### src/rtl/i2c_reg_bank.sv
// rtl/i2c_reg_bank.sv - pointer-then-data byte register bank behind an I2C slave
module i2c_reg_bank #(
  parameter int unsigned NUM_REGS  = 16,
  parameter logic [7:0]  RD_UNIMPL = 8'hFF
) (
  input  logic                  clk,
  input  logic                  rst,
  input  logic                  scl_in,
  input  logic                  sda_in,
  input  logic                  read_req,
  output logic [7:0]            data_to_master,
  input  logic                  data_valid,
  input  logic [7:0]            data_from_master,
  output logic [8*NUM_REGS-1:0] regs_out,
  output logic                  wr_strobe,
  output logic [7:0]            wr_addr,
  output logic [7:0]            ptr
);

  localparam int unsigned AW       = (NUM_REGS > 1) ? $clog2(NUM_REGS) : 1;
  localparam logic [8:0]  NUM_REGS_W = 9'(NUM_REGS);

  typedef enum logic [1:0] {
    ST_IDLE    = 2'd0,
    ST_GET_PTR = 2'd1,
    ST_DATA    = 2'd2
  } state_t;

  state_t state, state_nxt;

  logic scl_s1, scl_s2, scl_prev;
  logic sda_s1, sda_s2, sda_prev;
  logic start_det, stop_det;

  logic [7:0] mem [NUM_REGS];
  logic       in_range;
  logic [AW-1:0] idx;

  logic do_load_ptr;
  logic do_write;
  logic do_inc;

  // Two-flop synchronizers plus a previous-sample stage; idle bus is high
  always_ff @(posedge clk) begin
    if (rst) begin
      scl_s1   <= 1'b1;
      scl_s2   <= 1'b1;
      scl_prev <= 1'b1;
      sda_s1   <= 1'b1;
      sda_s2   <= 1'b1;
      sda_prev <= 1'b1;
    end else begin
      scl_s1   <= scl_in;
      scl_s2   <= scl_s1;
      scl_prev <= scl_s2;
      sda_s1   <= sda_in;
      sda_s2   <= sda_s1;
      sda_prev <= sda_s2;
    end
  end

  assign start_det = scl_s2 && scl_prev && sda_prev && !sda_s2;
  assign stop_det  = scl_s2 && scl_prev && !sda_prev && sda_s2;

  assign in_range = {1'b0, ptr} < NUM_REGS_W;
  assign idx      = ptr[AW-1:0];

  // FSM state register
  always_ff @(posedge clk) begin
    if (rst) begin
      state <= ST_IDLE;
    end else begin
      state <= state_nxt;
    end
  end

  // FSM next state: STOP beats START, START beats any byte in the same cycle
  always_comb begin
    state_nxt = state;
    if (stop_det) begin
      state_nxt = ST_IDLE;
    end else if (start_det) begin
      state_nxt = ST_GET_PTR;
    end else if (state == ST_GET_PTR && data_valid) begin
      state_nxt = ST_DATA;
    end
  end

  // FSM outputs: decode which datapath action this cycle performs
  always_comb begin
    do_load_ptr = 1'b0;
    do_write    = 1'b0;
    do_inc      = 1'b0;
    if (!start_det && !stop_det && state != ST_IDLE) begin
      if (data_valid) begin
        if (state == ST_GET_PTR) begin
          do_load_ptr = 1'b1;
        end else begin
          do_write = in_range;
          do_inc   = 1'b1;
        end
      end else if (read_req) begin
        do_inc = 1'b1;
      end
    end
  end

  // Register pointer; kept across START/STOP so reads can resume
  always_ff @(posedge clk) begin
    if (rst) begin
      ptr <= 8'h00;
    end else if (do_load_ptr) begin
      ptr <= data_from_master;
    end else if (do_inc) begin
      ptr <= ptr + 8'h01;
    end
  end

  // Register storage; writes to unimplemented addresses never reach here
  always_ff @(posedge clk) begin
    if (rst) begin
      for (int i = 0; i < NUM_REGS; i++) begin
        mem[i] <= 8'h00;
      end
    end else if (do_write) begin
      mem[idx] <= data_from_master;
    end
  end

  // Write notification, one cycle after the accepted byte
  always_ff @(posedge clk) begin
    if (rst) begin
      wr_strobe <= 1'b0;
      wr_addr   <= 8'h00;
    end else begin
      wr_strobe <= do_write;
      if (do_write) begin
        wr_addr <= ptr;
      end
    end
  end

  // Read byte reloaded every cycle so it tracks the pointer one clk later
  always_ff @(posedge clk) begin
    if (rst) begin
      data_to_master <= 8'h00;
    end else begin
      data_to_master <= in_range ? mem[idx] : RD_UNIMPL;
    end
  end

  for (genvar g = 0; g < NUM_REGS; g++) begin : g_flat
    assign regs_out[8*g +: 8] = mem[g];
  end

endmodule
### config.mk
export PLATFORM = sky130hd
export DESIGN_NAME = i2c_reg_bank
export DESIGN_NICKNAME = d
export VERILOG_FILES = /design/src/rtl/i2c_reg_bank.sv
export SDC_FILE = /design/constraint.sdc
export NUM_CORES = 1
export LEC_CHECK = 0
export ABC_AREA = 1
export CAP_MARGIN = 20
export CORE_MARGIN = 2
export CORE_UTILIZATION = 54
export DETAILED_ROUTE_END_ITERATION = 16
export PLACE_DENSITY_LB_ADDON = 0.15
export SETUP_SLACK_MARGIN = 0.02
export SYNTH_ARGS = -nofsm -noshare
export SYNTH_HDL_FRONTEND = slang
export SYNTH_SLANG_ARGS = --single-unit
### constraint.sdc
create_clock -name clk -period 3.55 [get_ports clk]
set_clock_uncertainty 0.2 [all_clocks]
set_input_delay 0.71 -clock clk [delete_from_list [all_inputs] [get_ports clk]]
set_output_delay 0.71 -clock clk [all_outputs]
set_load 0.005 [all_outputs]
==> run_results.csv <==
group,metric,value,unit
worst_setup_path,critPathArrivalTime,2.66,ns
route,drc,0,
route,drt-total-wl,22600,um
route,drtIter0Drc,1066,
timing,setup_tns,0,ns
worst_setup_path,criticalPathCategory,"in -> reg",
clocking,clock_path_buffers,2,
clocking,clock_latency,0.44,ns
finish,final_net_count,969,
job,maxCapViolCount,0,
floorplan,die-area,14600,um2
clocking,cts_hold_buf,0,
yosys,ys_async_sr_fraction,0,
yosys,synth.top_cell.area_share,0.522,
timing,hold_viol,0,
placed_design,gp_congestion,0.893,
global_route,antenna_found_initial,0,
yosys,yosys_warnings,0,
power_and_ir_drop,p_per_area,458,nW/um2
power_and_ir_drop,pwr-share-comb,0.115,
finish,final_cell_mix,"223 x nand2_1, 166 x clkdlybuf4s50_1, 152 x nor2_1",
finish,syn_to_final_growth,32.3,%
global_route,track_usage,0.316,
worst_setup_path,critPathRequiredTime,3.45,ns
power_and_ir_drop,vdd_ir_drop_max,0.000351,V
clocking,cts_made_buffers,17,
placed_design,dp.cells,1107,
placed_design,port_buffers,166,
route,first_pass_iters,6,
global_route,grt_pass1_wl,34000,um
yosys,synth_nets,813,
global_route,grt_pass1_vias,6203,
worst_setup_path,cp-start-kind,"input pin",
yosys,synth_area,7360,um2
clocking,clkTransAtPathRegs,0.07,ns
power_and_ir_drop,power.internal,3.30,mW
floorplan,coreArea,13300,um2
worst_setup_path,r2r-start,"ptr[5]",
timing,tightest_slew,1.08,ns
route,vias,6519,
power_and_ir_drop,sequentialPowerShare,0.497,
yosys,seq_area_frac_synth,0.623,
yosys,synth_cells,795,
clocking,cts.sinks,165,
placed_design,hpwl,15400,um
yosys,synth_edf_count,128,
yosys,synthDistinctLibCells,27,
timing,setup_ws,0.794,ns
floorplan,placementRows,42,
yosys,avgSynthCellArea,9.26,um2
global_route,grt-ovfl-total,0,
clocking,tritoncts,"built",
placed_design,pre_cts_ws,0.361,ns
floorplan,die_x,121,um
floorplan,start_util,0.554,
power_and_ir_drop,p_switching,1.15,mW
timing,fmax,363,MHz
timing,layout_min_cycle_time,2.76,ns
finish,layout_commonest_cell,"nand2_1",
yosys,yosys.area.top_type,"edfxtp_1",
yosys,ys.flop_type,"edfxtp_1",
timing,report.final.slew_viol_count,0,
clocking,cts_root_buf,"clkbuf_16",
worst_setup_path,cp_max_fo,14,
finish,diodes,0,
route,post_drt_via_cell_ratio,5.72,
power_and_ir_drop,clock_power_share,0.388,
clocking,cts_resized,0,
route,post_drt_wl_per_cell,19.8,um
timing,min_period_over_period,0.776,
power_and_ir_drop,p_sw_frac,0.258,
clocking,h-tree-depth,4,
route,ant_nets,0,
global_route,grt_max_degree,65,
timing,finalSetupViolations,0,
floorplan,fp.dieH,121,um
timing,rsz0062_at_grt,"no",
finish,final_core_util,0.732,
power_and_ir_drop,power.total,4.45,mW
floorplan,pin_count,167,
worst_setup_path,critPathLaunch,"data_valid",
finish,layout-drive-gt1-share,0.0695,
yosys,ys_seq_elements,165,
power_and_ir_drop,leakage,3.98,nW
worst_setup_path,end_kind,"register",
worst_hold_path,hp-start,"sda_s1",
worst_hold_path,hold_path.class,"reg -> reg",
finish,fin_cells,1140,
yosys,synthTopCellsByArea,"edfxtp_1 52%, nand2_1 11%, dfxtp_1 10%",
outcome,status,"finished, final reports clean",
timing,max_slew_margin,0.280,
clocking,cts_setup_buffers,0,
[registers in the layout (all words and copies together), names as in the netlist, named ones only]
name            cells
ptr                 8
state               2
mem               128
scl_prev            1
scl_s1              1
sda_prev            1
sda_s2              1
sda_s1              1
wr_addr             8
wr_strobe           1
data_to_master      8
scl_s2              1
[synth_stat cells (2+ instances only)]
cell and count:
xor2_1 3, or2_2 5, nand3_1 124, nand4_1 2
edfxtp_1 128, buf_1 4, nor2_1 152, ha_1 4
inv_1 41, inv_2 6, a21oi_1 9, o21ai_0 5
nand3_4 8, nand2_1 223, nand3_2 2, dfxtp_1 37
clkbuf_1 31, buf_2 2
[final timing paths]
path	end	slack, ns	depth (start not counted)
hold reg to reg	sda_s2	0.21	1
setup reg to reg	mem[5][3]	0.95	7
setup / recovery	mem[5][3]	0.79	7
hold / removal	sda_s2	0.21	1
[layer usage]
layer | wire length (um) | vias up | GRT usage
met1 | 8650 | 3067 | 0.410
met5 | 0 | - | 0
li1 | - | 2928 | -
met2 | 10900 | 462 | 0.516
met3 | 2430 | 62 | 0.0778
met4 | 588 | 0 | 0.120
[cells by family after synthesis]
family                     Yosys count  synth area share
buffers and inverters               87            0.0459
xor gates and xnor gates             3           0.00357
adders and majority gates            4           0.00680
DFF                                165             0.623
and+or+nand+nor                    521             0.310
AOI/OAI and AO/OA                   15            0.0105
[cell type report]
class	instances	area, um2
clock buffers	18	450
clock inverters	14	97.6
fillers	936	3560
inverters	48	180
multi-input cells	543	2440
flip-flops and latches	165	4590
well taps	176	220
repair buffers	176	1760
[worst max-delay path: stages]
cell             delay, ns
clkdlybuf4s50_1       0.51
nand2_1               0.09
nor2_2                0.15
nand2_4               0.13
nor2_8                0.37
nand3_1               0.34
nand2_1               0.36
[through the flow]
stage	hold WS, ns	instance area, um2
floorplan	0.189	7360
global placement	0.193	9170
detailed placement	0.197	9170
CTS	0.214	9710
global route	0.238	9730
finish	0.211	9730
[power groups by stage]
stage	combinational (mW)	sequential, mW	clock, mW
floorplan	0.238	2.24	0
global placement	0.490	2.25	0
detailed placement	0.498	2.25	0
CTS	0.502	2.21	1.72
global route	0.551	2.22	1.80
finish	0.510	2.21	1.73
Note: power is estimated with default switching activity, not from simulation.
